===== src/rtl/sfp_vec_mul_s_seq.sv =====
// Sequential 3-element vector times scalar in signed fixed point Q(IW).(QW).
// One shared multiplier handles one component per cycle; results saturate on overflow.
module sfp_vec_mul_s_seq #(
  parameter int IW = 16,
  parameter int QW = 16
) (
  input  logic                 clk,
  input  logic                 rst,
  input  logic                 in_valid,
  output logic                 in_ready,
  input  logic [IW+QW-1:0]     a [3],
  input  logic [IW+QW-1:0]     s,
  output logic                 out_valid,
  input  logic                 out_ready,
  output logic [IW+QW-1:0]     o [3],
  output logic [1:0]           dbg_state
);
  localparam int W = IW + QW;

  // Handshake: a transfer happens on a rising edge where valid and ready are both 1;
  // valid never drops and its payload never changes until that transfer.
  typedef enum logic [1:0] {
    IDLE = 2'd0,
    MUL  = 2'd1,
    DONE = 2'd2
  } state_t;

  state_t state, state_nx;

  logic [W-1:0]          a_q [3];
  logic [W-1:0]          s_q;
  logic [1:0]            k;
  logic signed [W-1:0]   mul_a;
  logic signed [W-1:0]   mul_b;
  logic signed [2*W-1:0] prod;
  logic signed [2*W-1:0] shifted;
  logic                  ovf_pos;
  logic                  ovf_neg;
  logic [W-1:0]          res;

  always_ff @(posedge clk) begin
    if (rst) begin
      state <= IDLE;
    end else begin
      state <= state_nx;
    end
  end

  always_comb begin
    state_nx = state;
    case (state)
      IDLE:    if (in_valid) state_nx = MUL;
      MUL:     if (k == 2'd2) state_nx = DONE;
      DONE:    if (out_ready) state_nx = IDLE;
      default: state_nx = IDLE;
    endcase
  end

  always_comb begin
    in_ready  = (state == IDLE);
    out_valid = (state == DONE);
    dbg_state = state;
  end

  // Shared multiplier: operand select by component index.
  always_comb begin
    case (k)
      2'd0:    mul_a = $signed(a_q[0]);
      2'd1:    mul_a = $signed(a_q[1]);
      default: mul_a = $signed(a_q[2]);
    endcase
    mul_b = $signed(s_q);
  end

  // Arithmetic shift floors toward minus infinity; overflow exists when the bits
  // above the result's sign bit are not a pure sign extension.
  always_comb begin
    prod    = mul_a * mul_b;
    shifted = prod >>> QW;
    ovf_pos = !shifted[2*W-1] && (|shifted[2*W-2:W-1]);
    ovf_neg = shifted[2*W-1] && !(&shifted[2*W-2:W-1]);
    if (ovf_pos) begin
      res = {1'b0, {(W-1){1'b1}}};
    end else if (ovf_neg) begin
      res = {1'b1, {(W-1){1'b0}}};
    end else begin
      res = shifted[W-1:0];
    end
  end

  always_ff @(posedge clk) begin
    if (rst) begin
      k   <= 2'd0;
      s_q <= '0;
      for (int i = 0; i < 3; i++) begin
        a_q[i] <= '0;
        o[i]   <= '0;
      end
    end else begin
      if (state == IDLE && in_valid) begin
        s_q <= s;
        k   <= 2'd0;
        for (int i = 0; i < 3; i++) begin
          a_q[i] <= a[i];
        end
      end
      if (state == MUL) begin
        k <= k + 2'd1;
        for (int i = 0; i < 3; i++) begin
          if (k == 2'(i)) o[i] <= res;
        end
      end
    end
  end
endmodule


===== config.mk =====
export PLATFORM = sky130hd
export DESIGN_NAME = sfp_vec_mul_s_seq
export DESIGN_NICKNAME = d
export VERILOG_FILES = /design/src/rtl/sfp_vec_mul_s_seq.sv
export SDC_FILE = /design/constraint.sdc
export NUM_CORES = 2
export LEC_CHECK = 0
export BUFFER_PORTS_ARGS = -buffer_cell sky130_fd_sc_hd__buf_2
export CORE_MARGIN = 4
export CORE_UTILIZATION = 30
export DETAILED_ROUTE_END_ITERATION = 8
export PLACE_DENSITY = 0.51
export SLEW_MARGIN = 40
export SYNTH_ARGS = -nofsm -noshare
export SYNTH_HDL_FRONTEND = slang
export SYNTH_SLANG_ARGS = --single-unit

===== constraint.sdc =====
create_clock -name clk -period 13.1 [get_ports clk]
set_input_delay 0.655 -clock clk [delete_from_list [all_inputs] [get_ports clk]]
set_output_delay 0.655 -clock clk [all_outputs]
set_load 0.1 [all_outputs]

== After elaboration in Yosys (flattened, before gate mapping) ==
Memories as Yosys holds them, arrays and structs flattened.
Cells that the tools add are included.
W data, S select, Z words.

* Output and inout port bits: 100
* Bits in writable memories: 96
* Flip-flop bits (word level): 132
* Bits of input ports: 132
* Memories kept: 1
* Word-level logic and storage cells: 50

{| class="wikitable"
|+ Memories
! name !! depth !! width !! rd ports !! clocked after Yosys merged registers in !! wr ports !! line !! source
|-
| a_q || 3 || 32 || 3 || 0 || 3 || 30 || <nowiki>logic [W-1:0] a_q [3];</nowiki>
|}

* Multipliers: 1
* Equal/unequal tests: 7
* Reductions and logical operators: 14
* Add/subtract/negate cells: 1
* Multiplexer cells: 17
* Bitwise logic cells: 3

{| class="wikitable"
|+ Operator list
! cell !! number
|-
| $mux W32 || 5
|-
| $mul A32 B32 Y64 || 1
|-
| $pmux W32 S2 || 1
|-
| $reduce_and A17 Y1 || 1
|-
| $reduce_or A17 Y1 || 1
|-
| $mux W2 || 5
|-
| $pmux W2 S3 || 1
|-
| $reduce_and A2 Y1 || 3
|-
| $mux W1 || 5
|-
| $eq A2 B1 Y1 const B || 2
|-
| $eq A2 B2 Y1 const B || 2
|-
| $logic_not A2 Y1 || 2
|-
| $ne A2 B2 Y1 const B || 2
|-
| $logic_and A1 B1 Y1 || 3
|-
| $or A1 B1 Y1 || 3
|-
| $reduce_and A3 Y1 || 1
|-
| $add A2 B1 Y2 const B || 1
|-
| $logic_not A1 Y1 || 2
|-
| $ne A2 B1 Y1 const B || 1
|-
| $reduce_bool A2 Y1 || 1
|}

== Logic depth before layout (Yosys ltp) ==
* Depth in word-level cells: 8
* Mapped depth: 39
* Depth with buffers taken out: 33

== Worst setup path after synthesis ==
OpenSTA, ideal clock, no wires.

* Kind: register to register
* Start point: reg k[0]
* End point: reg o[39] (netlist bit)
* Arrival time: 9937 ps
* Buffers on the path: 5
* Required time: 12982 ps
* Library setup time: 118 ps
* Stages on the path, launching flop included: 37
* Path slack: 3045 ps
* Cell sequence: dfxtp_1 inv_1 ha_1 buf_2 nor2_1 clkbuf_1 nand2_1 nand2_1 clkbuf_1 nand2_1 inv_1 fa_1 fa_1 fa_1 inv_1 fa_1 inv_1 fa_1 fa_1 inv_1 fa_1 fa_1 inv_1 ha_1 buf_2 a21o_1 a21o_1 o21ba_1 or3_1 or4_1 and4_1 a2111oi_0 and4b_1 nand3_2 buf_6 or2_1 a22o_1

* Word-level cells in the longest chain between the ends: 8
* Elaborated cells between the ends (all ways): 13
* Classes of those cells: 1 x mul; 1 x eq/ne; 3 x mux; 8 x reduce/logical

{| class="wikitable"
|+ RTL lines
! item !! line !! source
|-
| start: declaration || 32 || <nowiki>logic [1:0] k;</nowiki>
|-
| start signal: assignment || 108 || <nowiki>k <= k + 2'd1;</nowiki>
|-
| $eq A2 B1 Y1 or $logic_not A2 Y1 (tied branches) || 67, 110 ||
|-
| $pmux W32 S2 || 67 || <nowiki>case (k)</nowiki>
|-
| $mul A32 B32 Y64 || 78 || <nowiki>prod = mul_a * mul_b;</nowiki>
|-
| $reduce_and A17 Y1 || 81 || <nowiki>ovf_neg = shifted[2*W-1] && !(&shifted[2*W-2:W-1]);</nowiki>
|-
| $logic_not A1 Y1 || 81 ||
|-
| $logic_and A1 B1 Y1 || 81 ||
|-
| $mux W32 || 84 || <nowiki>end else if (ovf_neg) begin</nowiki>
|-
| $mux W32 || 82 || <nowiki>if (ovf_pos) begin</nowiki>
|-
| end signal: indexed assignment || 110 || <nowiki>if (k == 2'(i)) o[i] <= res;</nowiki>
|-
| end: declaration || 15 || <nowiki>output logic [IW+QW-1:0] o [3],</nowiki>
|}

Parallel ways exist; a longest one is shown, timed or not.
A chain may end at the register's enable or synchronous reset.

== Worst setup path after layout ==
* Start point: reg k[0]
* End point: reg o[4] (netlist bit)

* Word-level cells in the longest chain between the ends: 8
* Elaborated cells between the ends (all ways): 14
* Classes of those cells: 1 x mul; 2 x eq/ne; 3 x mux; 8 x reduce/logical

{| class="wikitable"
|+ RTL lines
! item !! line
|-
| $eq A2 B1 Y1 or $logic_not A2 Y1 (tied branches) || 67
|-
| $pmux W32 S2 || 67
|-
| $mul A32 B32 Y64 || 78
|-
| $reduce_and A17 Y1 || 81
|-
| $logic_not A1 Y1 || 81
|-
| $logic_and A1 B1 Y1 || 81
|-
| $mux W32 || 84
|-
| $mux W32 || 82
|}

Parallel ways exist; a longest one is shown, timed or not.

==> implementation parameters <==
Parameter                              Value

Clocking
  Clk root buf    clkbuf_16
  Clock tree from TritonCTS    done
  Inserted Clock Buffers    28
  Count of hold-fix buffers inserted at cts    0
  Clock network latency to the later pin of the worst-skew pair    between 0.6 and 0.7 ns
  Clock-pin transition on the worst setup and hold timing paths    0.07 ns
  CTS Buffer Depth    3
  Quantity of gates resized following cts    0
  Clock Sinks    between 200 and 250
  Post-CTS setup-driven buffer insertion count    0
  CTS H-tree depth    1

Power
  Leakage power of the design    0.0242 µW
  Maximum VDD drop    between 0.0003 and 0.0004 V
  Total power per unit cell area    around 230 nW/µm²

Timing
  Transition time at the pin with the least slew margin    0.924 ns
  Setup repair after global routing missed its margin    false
  Slack of the critical path    1.26 ns
  Top achievable clock speed    roughly 0.084 GHz
  Final-layout setup total negative slack    0 ns
  Final Max Tran Viols    0
  Tcrit/Tclk final    90.4%
  Relative slew margins    38.4%
  Final setup viols    0
  Clock Skews    0.0226 ns
  Final Critical Period    around 12 ns
  Endpoints failing hold    0

Floorplanning
  Full die area    about 160000 µm²
  Core ar.    about 150000 µm²
  Die width    402 µm
  Y dimension of the die    402 µm
  Site row count    144
  Initial core utilization    30.2%
  Top-Level Pins    232

Global routing
  Number of global-route vias before repair    about 38000
  Initial antenna violation count    10
  Total congestion overflow    0
  Largest net degree at the start of global routing    89
  Total Routing Usage GR    19.2%
  Wire length of the first global-routing pass    239000 µm

Worst setup path
  Highest cell delay on the worst timing path    roughly 0.72 ns
  Worst setup path endpoint    o[4]
  Data required time at the worst endpoint    13.64 ns
  Cell count of the worst reg-to-reg path    31
  Arrival time at the worst endpoint    around 12 ns
  CP most frequent cell    fa_1
  Critical path origin    k[0]
  Startpoint types    register
  Reg2Reg Setup Slack    approximately 1.3 ns
  Worst flop-to-flop path startpoint    k[0]
  Worst reg2reg path endpoint    o[4]
  Worst Path Max Fanout    25
  Critical path capture point type    register
  Slowest cell on the critical path    a2111oi_0
  Type of the worst setup path    reg2reg

Placement
  Buffers added on ports    231
  Detail Placement HPWL    approximately 130000 µm
  Post-place setup slack    1.37 ns
  Global placer's final weighted congestion    0.934

Route
  Drt first pass iters    6
  Routed WL per cell    21.5 µm
  Number of vias in the routed layout    between 30000 and 40000
  Drt drc    0
  Vias/cell    just under 5
  Post-detailed-routing wire length    153000 µm
  Starting DRC count in detailed routing    2176
  Remaining number of nets flagged by the antenna check after routing    0

Hold path
  Tightest Hold Check Type    in2reg

Logic synthesis
  Mean area per synthesized cell    9.36 µm²
  Count of distinct cell types in the synthesized netlist    84
  Share of synthesized area occupied by flip-flops and latches    between 10% and 20%
  Total nets after synthesis    6370
  Flip-flop cell with the highest count after synthesis    dfxtp_1
  Yosys Warn Count    0
  FFs w/ async S/R, synth    0%
  Synth Register Bits    between 200 and 250
  Area of the mapped netlist    46600 µm²
  Number of standard cells after synthesis    roughly 5000
  Number of flops mapped to enable cells by yosys    96

Cells and area
  Net count, final    6421
  Area growth, synth to finish    9.45%
  Layout cell share with drive strength beyond 1    8.62%
  Commonest non-fill, non-tap cell in the layout    fa_1
  Commonest non-fill, non-tap cells in the layout    1081 x fa_1, 935 x inv_1, 697 x nand2_1

Run
  Count of maximum capacitance violations    0

Outcome
  Status    finished clean
==> layer usage <==
layer | global-route usage [%] | part of all wire [%]
met2 | 33.3 | 49
met1 | 25.7 | 43
met5 | 0 | 0.045
met4 | 4.22 | 2.3
met3 | 2.53 | 5.0
==> synthesized netlist by cell type (11+ instances only) <==
cell type / number / area [µm²]
edfxtp_1: 96 / 2880
a221o_1: 11 / 110
a211oi_1: 16 / 120
nor2_1: 129 / 484
xnor2_1: 37 / 324
ha_1: 183 / 2290
and2_1: 605 / 3780
a21o_1: 23 / 173
nand2_1: 708 / 2660
o21ai_1: 31 / 155
nand3_1: 25 / 125
nor4_1: 13 / 81.3
a22oi_1: 40 / 300
nand4_1: 46 / 288
nor3_1: 17 / 85.1
a31oi_1: 50 / 313
a21oi_1: 110 / 551
o41ai_1: 12 / 105
buf_2: 40 / 200
a22o_1: 53 / 464
xor2_1: 15 / 131
dfxtp_1: 132 / 2640
inv_1: 936 / 3510
o21ai_0: 84 / 420
and3_1: 58 / 363
fa_1: 1081 / 21600
clkbuf_1: 253 / 950
==> critical path: cells and delay by family (launching register included) <==
| kind | cells | cell delay [ns] |
|---|---|---|
| fa+ha+maj | 10 | 4.80 |
| buf+inv | 7 | 1.03 |
| xor+xnor | 1 | 0.27 |
| flops | 1 | 0.33 |
| simple gates | 9 | 3.57 |
| compound gates | 4 | 1.66 |
==> flip-flops by register name (all words and copies together), names as in the netlist <==
name	cells
a_q	96
dbg_state	2
k	2
mul_b	32
o	96
==> worst min-delay path by stage <==
stage / startpoint / endpoint / slack [ns] / cells after the start
2_1_floorplan: k[1] / k[1] / 0.50 / 2
3_3_place_gp: o[37] / o[37] / 0.44 / 2
3_5_place_dp: o[42] / o[42] / 0.44 / 2
4_1_cts: s[31] / mul_b[31] / 0.18 / 3
5_1_grt: s[3] / mul_b[3] / 0.20 / 2
6_report: s[1] / mul_b[1] / 0.22 / 3
==> logic make-up (layout without fill, tap and decap cells) <==
logic type	Yosys count	after routing	share of synthesized area, %
AND/OR/NAND/NOR	1655	1655	17.8
adder cells (fa/ha/maj)	1264	1264	51.4
buffers and inverters	1246	1318	10.2
AO/OA/AOI/OAI	521	521	7.50
flip-flops	228	228	11.9
XOR/XNOR	53	53	1.01
multiplexers	7	7	0.151
other	0	3	0
==> report_power, final <==
part	switching (µW)	internal [µW]
sequential	66.5	835
clock	375	495
combinational	6930	3070
==> metrics by stage <==
stage | utilization [%] | power (µW) | instances | hold slack (ns) | cell area (µm²)
global route | 33.0 | 12800 | 7092 | 0.199 | 50900
finish | 33.0 | 11800 | 7093 | 0.218 | 50900
detailed placement | 32.4 | 10900 | 7039 | 0.443 | 49900
CTS | 33.0 | 11800 | 7090 | 0.179 | 50900
floorplan | - | 7540 | 4974 | 0.505 | 46600
global placement | 32.3 | 10900 | 7033 | 0.441 | 49800
==> layout make-up <==
| cell class | instances | area, µm² |
|---|---|---|
| antenna | 3 | 7.51 |
| clock buffer | 30 | 708 |
| clock inverter | 21 | 284 |
| fill | 16200 | 103000 |
| inverter | 937 | 3520 |
| multi-input combinational | 3500 | 36400 |
| sequential | 228 | 5530 |
| tap | 2044 | 2560 |
| timing repair buffer | 330 | 1960 |
(Power assumes the default switching activity.)
